**config.mk**
```make
export PLATFORM = sky130hd
export DESIGN_NAME = param_ring_buffer
export DESIGN_NICKNAME = d
export VERILOG_FILES = /design/src/rtl/param_ring_buffer.sv
export SDC_FILE = /design/constraint.sdc
export NUM_CORES = 1
export LEC_CHECK = 0
export CAP_MARGIN = 10
export CORE_MARGIN = 10
export CORE_UTILIZATION = 43
export DETAILED_ROUTE_END_ITERATION = 10
export GPL_ROUTABILITY_DRIVEN = 0
export PLACE_DENSITY = 0.63
export SLEW_MARGIN = 5
export SYNTH_ARGS = -nofsm -noshare
export SYNTH_HDL_FRONTEND = slang
export SYNTH_SLANG_ARGS = --single-unit
```
**constraint.sdc**
```tcl
create_clock -name clock -period 4.1 [get_ports clock]
set_input_delay 0.41 -clock clock [delete_from_list [all_inputs] [get_ports clock]]
set_output_delay 0.41 -clock clock [all_outputs]
set_load 0.03 [all_outputs]
```
**src/rtl/param_ring_buffer.sv**
```systemverilog
// Purpose: single-clock circular staging buffer with FIFO ordering and occupancy/full/empty status.
// Latency: first-word fall-through; a word written at edge N is on out after edge N if the buffer was empty.
// Backpressure: in_ready = ~full (independent of out_ready); out_valid = ~empty.
//
// Ports:
//   clock, reset          : clock; synchronous active-high reset
//   in_valid/in_ready/in  : write port (valid/ready), WORD_SIZE-bit data
//   out_valid/out_ready/out: read port (valid/ready), oldest stored word, 0 when empty
//   count                 : stored words, 0..DEPTH
//   full, empty           : derived from count
//   dropped               : one-cycle pulse after the edge at which the oldest word was overwritten
//
// Build option RING_BUFFER_OVERWRITE_EN: when defined, in_ready is tied 1. A write while full
// with no read stores the word and advances both heads, discarding the oldest entry.
// Without it, dropped is tied 0. The port list is the same in both builds.

module param_ring_buffer #(
    parameter int WORD_SIZE   = 4,
    parameter int DEPTH_POWER = 3
) (
    input  logic                   clock,
    input  logic                   reset,
    input  logic                   in_valid,
    output logic                   in_ready,
    input  logic [WORD_SIZE-1:0]   in,
    output logic                   out_valid,
    input  logic                   out_ready,
    output logic [WORD_SIZE-1:0]   out,
    output logic [DEPTH_POWER:0]   count,
    output logic                   full,
    output logic                   empty,
    output logic                   dropped
);

    localparam int DEPTH   = 1 << DEPTH_POWER;
    localparam int STORE_W = WORD_SIZE * DEPTH;
    localparam logic [DEPTH_POWER:0] DEPTH_CNT = (DEPTH_POWER + 1)'(DEPTH);

    // State
    logic [DEPTH_POWER-1:0] writer_head_q, writer_head_d;
    logic [DEPTH_POWER-1:0] reader_head_q, reader_head_d;
    logic [DEPTH_POWER:0]   count_q,       count_d;
    logic [STORE_W-1:0]     storage_q,     storage_d;

    // Handshake decode
    logic                   wr_fire;
    logic                   rd_fire;
    logic                   drop_fire;
    logic [WORD_SIZE-1:0]   rd_word;

    // Status is taken from the occupancy counter, not from head comparison:
    // equal heads are ambiguous between full and empty.
    assign full      = (count_q == DEPTH_CNT);
    assign empty     = (count_q == '0);
    assign count     = count_q;
    assign out_valid = ~empty;

`ifdef RING_BUFFER_OVERWRITE_EN
    assign in_ready  = 1'b1;
    // Overwrite only when nothing leaves this cycle; a coincident read makes
    // room and the write is an ordinary write+read.
    assign drop_fire = wr_fire & full & ~rd_fire;
`else
    assign in_ready  = ~full;
    assign drop_fire = 1'b0;
`endif

    assign wr_fire = in_valid & in_ready;
    assign rd_fire = out_valid & out_ready;

    // Read mux: select the slice at reader_head from the flat storage vector.
    always_comb begin
        rd_word = '0;
        for (int i = 0; i < DEPTH; i++) begin
            if (reader_head_q == DEPTH_POWER'(i)) begin
                rd_word = storage_q[i*WORD_SIZE +: WORD_SIZE];
            end
        end
    end

    // Stale data stays in storage after a read; mask it so out reads 0 when empty.
    assign out = empty ? '0 : rd_word;

    // Next-state logic
    always_comb begin
        writer_head_d = writer_head_q;
        reader_head_d = reader_head_q;
        count_d       = count_q;
        storage_d     = storage_q;

        if (wr_fire) begin
            for (int i = 0; i < DEPTH; i++) begin
                if (writer_head_q == DEPTH_POWER'(i)) begin
                    storage_d[i*WORD_SIZE +: WORD_SIZE] = in;
                end
            end
            // Head width equals log2(DEPTH), so the increment wraps DEPTH-1 -> 0.
            writer_head_d = writer_head_q + 1'b1;
        end

        // A drop retires the oldest word exactly like a read does.
        if (rd_fire | drop_fire) begin
            reader_head_d = reader_head_q + 1'b1;
        end

        // An overwrite is a write paired with an implicit read: occupancy holds.
        unique case ({wr_fire & ~drop_fire, rd_fire})
            2'b10:   count_d = count_q + 1'b1;
            2'b01:   count_d = count_q - 1'b1;
            default: count_d = count_q;
        endcase
    end

    always_ff @(posedge clock) begin
        if (reset) begin
            writer_head_q <= '0;
            reader_head_q <= '0;
            count_q       <= '0;
            storage_q     <= '0;
        end else begin
            writer_head_q <= writer_head_d;
            reader_head_q <= reader_head_d;
            count_q       <= count_d;
            storage_q     <= storage_d;
        end
    end

`ifdef RING_BUFFER_OVERWRITE_EN
    logic dropped_q, dropped_d;

    always_comb begin
        dropped_d = drop_fire;
    end

    always_ff @(posedge clock) begin
        if (reset) begin
            dropped_q <= 1'b0;
        end else begin
            dropped_q <= dropped_d;
        end
    end

    assign dropped = dropped_q;
`else
    assign dropped = 1'b0;
`endif

endmodule

```
==> results of run 1 <==
==> metrics by stage <==
| step | hold WS (ns) | instances |
|---|---|---|
| CTS | 0.4990 | 328 |
| detailed placement | 0.4768 | 320 |
| global placement | 0.4648 | 320 |
| finish | 0.4976 | 328 |
| floorplan | 0.4511 | 254 |
| global route | 0.5216 | 328 |
==> flip-flops by register name, summed over array words and instances (netlist names) <==
| signal | count |
|---|---|
| storage_q | 32 |
| writer_head_q | 3 |
| reader_head_q | 3 |
| count | 4 |
==> critical path: cells and delay by family, from the launching register on <==
family	cells	cell delay [ns]
fa+ha+maj	1	0.30
buf+inv	2	0.78
simple gates	1	0.32
compound gates	3	0.51
flops	1	0.38
==> cell families after synthesis <==
logic type,count (synthesis),synth area share [%]
AND/OR/NAND/NOR,86,19.62
flip-flops,42,36.92
AO/OA/AOI/OAI,37,10.49
buffers and inverters,36,8.076
multiplexers,32,14.07
adder cells (fa/ha/maj),16,9.121
XOR/XNOR,4,1.539
other,1,0.1647
==> placed cells by master, fill, tap and decap left out, drive strengths merged, types with 3 or more instances in the layout <==
cell           Yosys  final
nor2b              5      5
nand2b             4      4
a31oi              4      4
clkdlybuf4s50      0     19
nand3b             5      5
a221o              4      4
nand3              9      9
inv               12     12
clkbuf            14      5
and3               4      4
o22ai              4      4
o21ai              5      5
dfxtp             42     42
nor2              44     44
mux2i             32     32
nand2              8      8
a21oi             13     13
a2bb2oi            4      4
and4               3      3
ha                15     15
==> per-layer routing <==
layer,vias to the layer above,global-route usage [%],part of all wire [%]
met1,796,14.91,48
met5,-,0,0
met4,0,5.398,1.8
met2,26,18.75,46
li1,864,-,-
met3,7,2.906,4.0
==> final timing paths <==
| check | to | startpoint |
|---|---|---|
| worst max-delay path | out[0] | reader_head_q[1]$_SDFFE_PP0P_ |
| worst min-delay path | storage_q[11]$_SDFFE_PP0P_ | storage_q[11]$_SDFFE_PP0P_ |
| worst max register to register | count[3]$_SDFFE_PP0P_ | count[0]$_SDFFE_PP0P_ |
| worst min register to register | storage_q[11]$_SDFFE_PP0P_ | storage_q[11]$_SDFFE_PP0P_ |
==> layout make-up <==
type	count	area, sq um	area share (%)
Tap cell	70	87.58	3.458
Timing Repair Buffer	20	197.7	7.806
Multi-Input combinational cell	176	1252	49.46
Clock buffer	5	68.82	2.717
Inverter	12	45.04	1.779
Clock inverter	3	40.04	1.581
Sequential cell	42	840.8	33.20
==> power by group through the flow <==
stage	clock [uW]	sequential (uW)	combinational, uW
floorplan	0	519	503
global placement	0	513	699
detailed placement	0	513	696
CTS	334	503	702
global route	358	512	766
finish	326	503	698
==> results.yml, run 1 <==
route:
  first_pass_iters: 4
  wire_per_inst_um: 14.98
  vias_per_cell: 5.162
  drc: 0
  antenna_left: 0
  vias: 1693
  drtIter0Drc: 54
  routed_wl_um: 4914
clock_tree:
  cts_tree: "built"
  cts_htree_levels: 2
  path_clk_slew_ns: 0.08
  clock_latency_ns: 0.30
  clockBufferDepth: 2
  post_cts_buffers: 0
  cts-root-buf: "clkbuf_8"
  cts_resized: 0
  cts_buffers: 5
  cts-hold-fix-buffers: 0
  cts_sinks: 42
synth:
  yosysWarnings: 0
  synth.top_cells.by_count: "44 x nor2_1, 42 x dfxtp_1, 32 x mux2i_1"
  ys_ff_latch: 42
  syn_avg_cell_area_sq_um: 8.965
  synth_flop_cell: "dfxtp_1"
  synth.distinct_cells: 38
  post-synth-top-area-cell: "dfxtp_1"
  syn_inst: 254
  synth_area_leaders: "dfxtp_1 37%, mux2i_1 14%, ha_1 8.2%"
  synth.top_cell.area_share_pct: 36.92
  ys_seq_area_share_pct: 36.92
  syn_area_sq_um: 2277
  synth.most_common_cell: "nor2_1"
  synth_nets: 278
  synth_enable_flop_cells: 0
  synthArstFlopShare_pct: 0
timing:
  setup-tns-final_ns: 0
  slew_violations: 0
  post-route-min-period_ns: 3.007
  hold_viol: 0
  worst_pin_slew_ns: 0.5429
  fin_ws_ns: 1.093
  skew_ns: 0.003074
  setup_violations: 0
  max_clock_freq_ghz: 0.3325
  fin_crit_sh_pct: 73.35
  relSlewSlack_pct: 63.81
  rsz0062_at_grt: "false"
die:
  die_h_um: 92.77
  dieArea_sq_um: 8606
  num_io_pins: 21
  floorplan.initialDensity_pct: 44.59
  num_rows: 26
  die-width_um: 92.77
  core_region_area_sq_um: 5107
placement:
  port_buffers: 19
  hpwl_um: 3525
  place_area_sq_um: 2424
  post-place-ws_ns: 1.242
setup_path:
  path_cells: "inv_1 > ha_1 > nor2b_1 > a221o_1 > a31oi_1 > o22ai_1 > clkdlybuf4s50_1"
  crit_path_end_kind: "output pin"
  worstPathMaxFanout: 11
  critPathKind: "reg -> out"
  reg2reg_depth: 9
  r2r_slack_ns: 1.22
  slowest_delay_ns: 0.71
  slowest_stage: "clkdlybuf4s50_1"
  start_kind: "flop"
  worst_ep_arrival_time_ns: 2.60
  critPathRequiredTime_ns: 3.69
global_route:
  grt_pass1_wl_um: 8142
  antenna_found_initial: 0
  grt_max_degree: 43
  grt_use_total_pct: 11.89
  overflow: 0
  grt_pass1_vias: 1615
finish:
  syn_to_final_growth_pct: 11.21
  diodes: 0
  stdcell_area_sq_um: 2532
  final_core_util_pct: 49.58
  num-fill-cells: 499
  drive_above_1_share_pct: 7.752
  nNetsFinal: 281
min_path:
  hold_depth: 2
  hold_path_class: "reg -> reg"
flow_run:
  max-cap-violations: 0
pwr:
  finalPower_uw: 1528
  p_leak_uw: 0.001021
  swShare_pct: 39.97
  internal_power_uw: 917.0
  p_seq_share_pct: 32.9
  ir_drop_uv: 231.5
  power_switching_uw: 610.6
  pwr-share-clk_pct: 21.4
  p_comb_share_pct: 45.7
  power.density_nw_per_um2: 603.2
outcome:
  outcome: "finished clean"
Note: power is estimated with default switching activity, not from simulation.
==> run 2, diff against run 1 <==
- clock period: 4.1 -> 3.1 ns (I/O delays scaled with it)
==> results.yml, run 2 (synthesized netlist as in run 1, its figures left out) <==
clock_tree:
  cts_tree: "built"
  cts-root-buf: "clkbuf_8"
  cts-hold-fix-buffers: 0
  cts_buffers: 5
  cts_sinks: 42
  cts_htree_levels: 2
  clock_latency_ns: 0.29
  path_clk_slew_ns: 0.08
  clockBufferDepth: 2
  post_cts_buffers: 0
finish:
  multi_input_area_sq_um: 1252
  finalNonFillerCells: 330
  syn_to_final_growth_pct: 11.10
  nNetsFinal: 283
  largest_register_ffs: 32
  layout_commonest_cell: "nor2_1"
  layout_common_cells: "44 x nor2_1, 42 x dfxtp_1, 32 x mux2i_1"
  diodes: 0
  num-fill-cells: 522
  regMostFlops: "storage_q"
  drive_above_1_share_pct: 8.077
  regArea_sq_um: 840.8
  stdcell_area_sq_um: 2530
timing:
  setup-tns-final_ns: 0
  fin_crit_sh_pct: 93.76
  slew_violations: 0
  rsz0062_at_grt: "false"
  max_clock_freq_ghz: 0.3441
  post-route-min-period_ns: 2.907
  setup_violations: 0
  relSlewSlack_pct: 62.43
  worst_pin_slew_ns: 0.5636
  hold_viol: 0
  skew_ns: 0.005192
setup_path:
  r2r_slack_ns: 0.30
  slowest_stage: "clkdlybuf4s50_1"
  worst_ep_arrival_time_ns: 2.60
  r2r_end: "count[3]$_SDFFE_PP0P_"
  critPathKind: "reg -> out"
  cp-endpoint: "out[3]"
  worstPathMaxFanout: 11
  reg2reg_depth: 9
  critPathRequiredTime_ns: 2.79
  start_kind: "flop"
  timing.rr.start: "count[0]$_SDFFE_PP0P_"
  path_cells: "inv_1 > ha_1 > nor2b_1 > a221o_1 > a31oi_1 > o22ai_1 > clkdlybuf4s50_1"
  slowest_delay_ns: 0.69
  crit_path_end_kind: "output pin"
  crit_start: "reader_head_q[1]$_SDFFE_PP0P_"
outcome:
  outcome: "finished clean"
pwr:
  power.density_nw_per_um2: 779.8
  internal_power_uw: 1178
  ir_drop_uv: 295.9
  p_leak_uw: 0.001022
  pwr-share-clk_pct: 18.1
  swShare_pct: 40.31
  power_switching_uw: 795.4
  p_seq_share_pct: 33.0
  p_comb_share_pct: 48.8
global_route:
  grt_pass1_wl_um: 8355
  antenna_found_initial: 0
  grt_max_degree: 43
  grt_pass1_vias: 1682
  grt_use_total_pct: 11.86
  overflow: 0
die:
  floorplan.initialDensity_pct: 44.59
  die_h_um: 92.77
  core_region_area_sq_um: 5107
  num_rows: 26
  num_io_pins: 21
  die-width_um: 92.77
  dieArea_sq_um: 8606
route:
  wire_per_inst_um: 14.75
  first_pass_iters: 4
  drc: 0
  vias_per_cell: 5.003
  vias: 1651
  routed_wl_um: 4868
  antenna_left: 0
  drtIter0Drc: 61
flow_run:
  max-cap-violations: 0
placement:
  place_area_sq_um: 2439
  dp_cells: 322
  hpwl_um: 3544
  port_buffers: 19
min_path:
  hold_path_class: "reg -> reg"
-- run 2: critical path, delay by kind of cell, from the launching register on --
kind,cells,cell delay [ns]
DFF,1,0.39
adders and majority gates,1,0.31
and+or+nand+nor,1,0.33
AOI/OAI and AO/OA,3,0.50
buffers and inverters,2,0.77
-- run 2: timing repair --
item | CTS | global route
resized for setup | 0 | 1
setup endpoints to repair | 0 | 2
hold endpoints to repair | 0 | 0
-- run 2: cell type report --
class,count,share of cell area [%]
multi-input combinational,176,49.51
tap,70,3.462
clock inverter,1,0.1978
clock buffer,7,3.412
timing repair buffer,22,8.408
sequential,42,33.23
inverter,12,1.780
-- run 2: stage by stage --
step / total power, uW / hold slack (ns) / util [%] / setup slack [ns]
2_1_floorplan: 1352 / 0.4511 / - / 0.2574
3_3_place_gp: 1630 / 0.4685 / 47.75 / 0.4376
3_5_place_dp: 1636 / 0.4802 / 47.75 / 0.3197
4_1_cts: 1997 / 0.4983 / 49.53 / 0.1726
5_1_grt: 2111 / 0.5277 / 49.53 / 0.03982
6_report: 1973 / 0.4880 / 49.53 / 0.1935
-- run 2: routing by layer --
layer / vias to the layer above / share of wire [%] / GRT usage [%]
met5: - / 0 / 0
met4: 0 / 1.2 / 3.856
met3: 6 / 3.9 / 3.632
met2: 21 / 47 / 19.63
met1: 755 / 48 / 14.25
li1: 869 / - / -
-- run 2: how the worst min path moves through the flow --
stage,startpoint,to,slack [ns],cells past startpoint
detailed placement,storage_q[8]$_SDFFE_PP0P_,storage_q[8]$_SDFFE_PP0P_,0.48,2
CTS,storage_q[8]$_SDFFE_PP0P_,storage_q[8]$_SDFFE_PP0P_,0.50,2
floorplan,storage_q[10]$_SDFFE_PP0P_,storage_q[10]$_SDFFE_PP0P_,0.45,2
global route,storage_q[19]$_SDFFE_PP0P_,storage_q[19]$_SDFFE_PP0P_,0.53,2
global placement,storage_q[10]$_SDFFE_PP0P_,storage_q[10]$_SDFFE_PP0P_,0.47,2
finish,storage_q[8]$_SDFFE_PP0P_,storage_q[8]$_SDFFE_PP0P_,0.49,2
-- run 2: power groups by stage --
stage               Combinational [uW]  Clock [uW]  Sequential [uW]
floorplan                          666           0              686
global placement                   969           0              661
detailed placement                 972           0              664
CTS                                976         369              652
global route                      1060         393              661
finish                             964         358              651
==> run 3, diff against run 2 <==
- HOLD_SLACK_MARGIN: unset -> 0.1
- clock period: 3.1 -> 3.7 ns (I/O delays scaled with it)
==> results.yml, run 3 (synthesized netlist as in run 1, its figures left out) <==
outcome:
  outcome: "finished clean"
route:
  wire_per_inst_um: 14.91
  drc: 0
  vias: 1699
  drtIter0Drc: 60
  antenna_left: 0
  first_pass_iters: 4
  routed_wl_um: 4891
  vias_per_cell: 5.180
clock_tree:
  cts_htree_levels: 2
  cts_resized: 0
  cts_sinks: 42
  cts_buffers: 5
  post_cts_buffers: 0
  path_clk_slew_ns: 0.08
  clockBufferDepth: 2
  cts-hold-fix-buffers: 0
  cts_tree: "built"
  clock_latency_ns: 0.30
  cts-root-buf: "clkbuf_8"
setup_path:
  path_buf_inv: 2
  worst_ep_arrival_time_ns: 2.55
  critPathTopFamily: "compound AO/OA/AOI/OAI gates"
  path_cells: "inv_1 > ha_1 > o21ai_0 > a2bb2oi_1 > a31oi_1 > o22ai_1 > clkdlybuf4s50_1"
  crit_path_end_kind: "output pin"
  critPathKind: "reg -> out"
  worstPathMaxFanout: 11
  start_kind: "flop"
  slowest_delay_ns: 0.61
  slowest_stage: "clkdlybuf4s50_1"
  critPathRequiredTime_ns: 3.33
finish:
  final_core_util_pct: 49.53
  nNetsFinal: 281
  drive_above_1_share_pct: 6.977
  layout_commonest_cell: "nor2_1"
  syn_to_final_growth_pct: 11.10
  layout_common_cells: "44 x nor2_1, 42 x dfxtp_1, 32 x mux2i_1"
  largest_register_ffs: 32
  regMostFlops: "storage_q"
  diodes: 0
timing:
  fin_crit_sh_pct: 78.80
  rsz0062_at_grt: "false"
  relSlewSlack_pct: 65.07
  setup_violations: 0
  skew_ns: 0.006004
  fin_ws_ns: 0.7845
  worst_pin_slew_ns: 0.5239
  slew_violations: 0
  setup-tns-final_ns: 0
  hold_viol: 0
  post-route-min-period_ns: 2.916
  max_clock_freq_ghz: 0.3430
die:
  die-width_um: 92.77
  floorplan.initialDensity_pct: 44.59
  core_region_area_sq_um: 5107
  num_io_pins: 21
  num_rows: 26
  die_h_um: 92.77
  dieArea_sq_um: 8606
global_route:
  antenna_found_initial: 0
  grt_use_total_pct: 12.18
  grt_max_degree: 43
  grt_pass1_wl_um: 8583
  overflow: 0
  grt_pass1_vias: 1709
pwr:
  power.density_nw_per_um2: 667.2
  ir_drop_uv: 326.8
  internal_power_uw: 1020
  finalPower_uw: 1688
  p_seq_share_pct: 33.1
  pwr-share-clk_pct: 21.5
  p_leak_uw: 0.001016
  swShare_pct: 39.56
  p_comb_share_pct: 45.4
  power_switching_uw: 667.8
placement:
  port_buffers: 19
  post-place-ws_ns: 0.8468
  hpwl_um: 3620
flow_run:
  max-cap-violations: 0
min_path:
  hold_path_class: "reg -> reg"
run 3: final timing paths:
kind | start | end | slack [ns] | depth (start not counted)
max | reader_head_q[1]$_SDFFE_PP0P_ | out[1] | 0.78 | 7
max reg2reg | count[0]$_SDFFE_PP0P_ | count[3]$_SDFFE_PP0P_ | 0.81 | 9
min reg2reg | storage_q[11]$_SDFFE_PP0P_ | storage_q[11]$_SDFFE_PP0P_ | 0.50 | 2
min | storage_q[11]$_SDFFE_PP0P_ | storage_q[11]$_SDFFE_PP0P_ | 0.50 | 2
run 3: layer usage:
metal	global-route usage, %	vias up	routed length, um
met3	3.228	9	210
met4	6.170	0	107
met5	0	-	0
met2	18.22	37	2213
li1	-	869	-
met1	15.67	784	2360
run 3: worst register-to-register path: stages, from the launching register on:
cell and delay [ns]:
dfxtp_1 0.37, or4_2 0.82, nand2_4 0.14, inv_2 0.04, ha_1 0.21, ha_1 0.33, a21oi_1 0.20, a21oi_1 0.11
or4_1 0.47, a21oi_1 0.14
run 3: layout make-up:
type	count	area, sq um
Clock inverter	1	30.03
Multi-Input combinational cell	176	1252
Fill cell	504	2577
Timing Repair Buffer	20	197.7
Tap cell	70	87.58
Sequential cell	42	840.8
Inverter	12	45.04
Clock buffer	7	76.32
run 3: power groups by stage:
stage          registers [uW]  clock network (uW)  logic (uW)
6_report                  559                 362         766
5_1_grt                   570                 388         838
4_1_cts                   559                 368         774
3_5_place_dp              570                   0         770
3_3_place_gp              568                   0         771
2_1_floorplan             575                   0         558
run 3: per-stage QoR:
stage	hold slack, ns	instance area, sq um	cells
floorplan	0.4511	2277	254
detailed placement	0.4791	2424	320
global route	0.5268	2530	328
global placement	0.4633	2424	320
finish	0.5015	2530	328
CTS	0.4983	2530	328
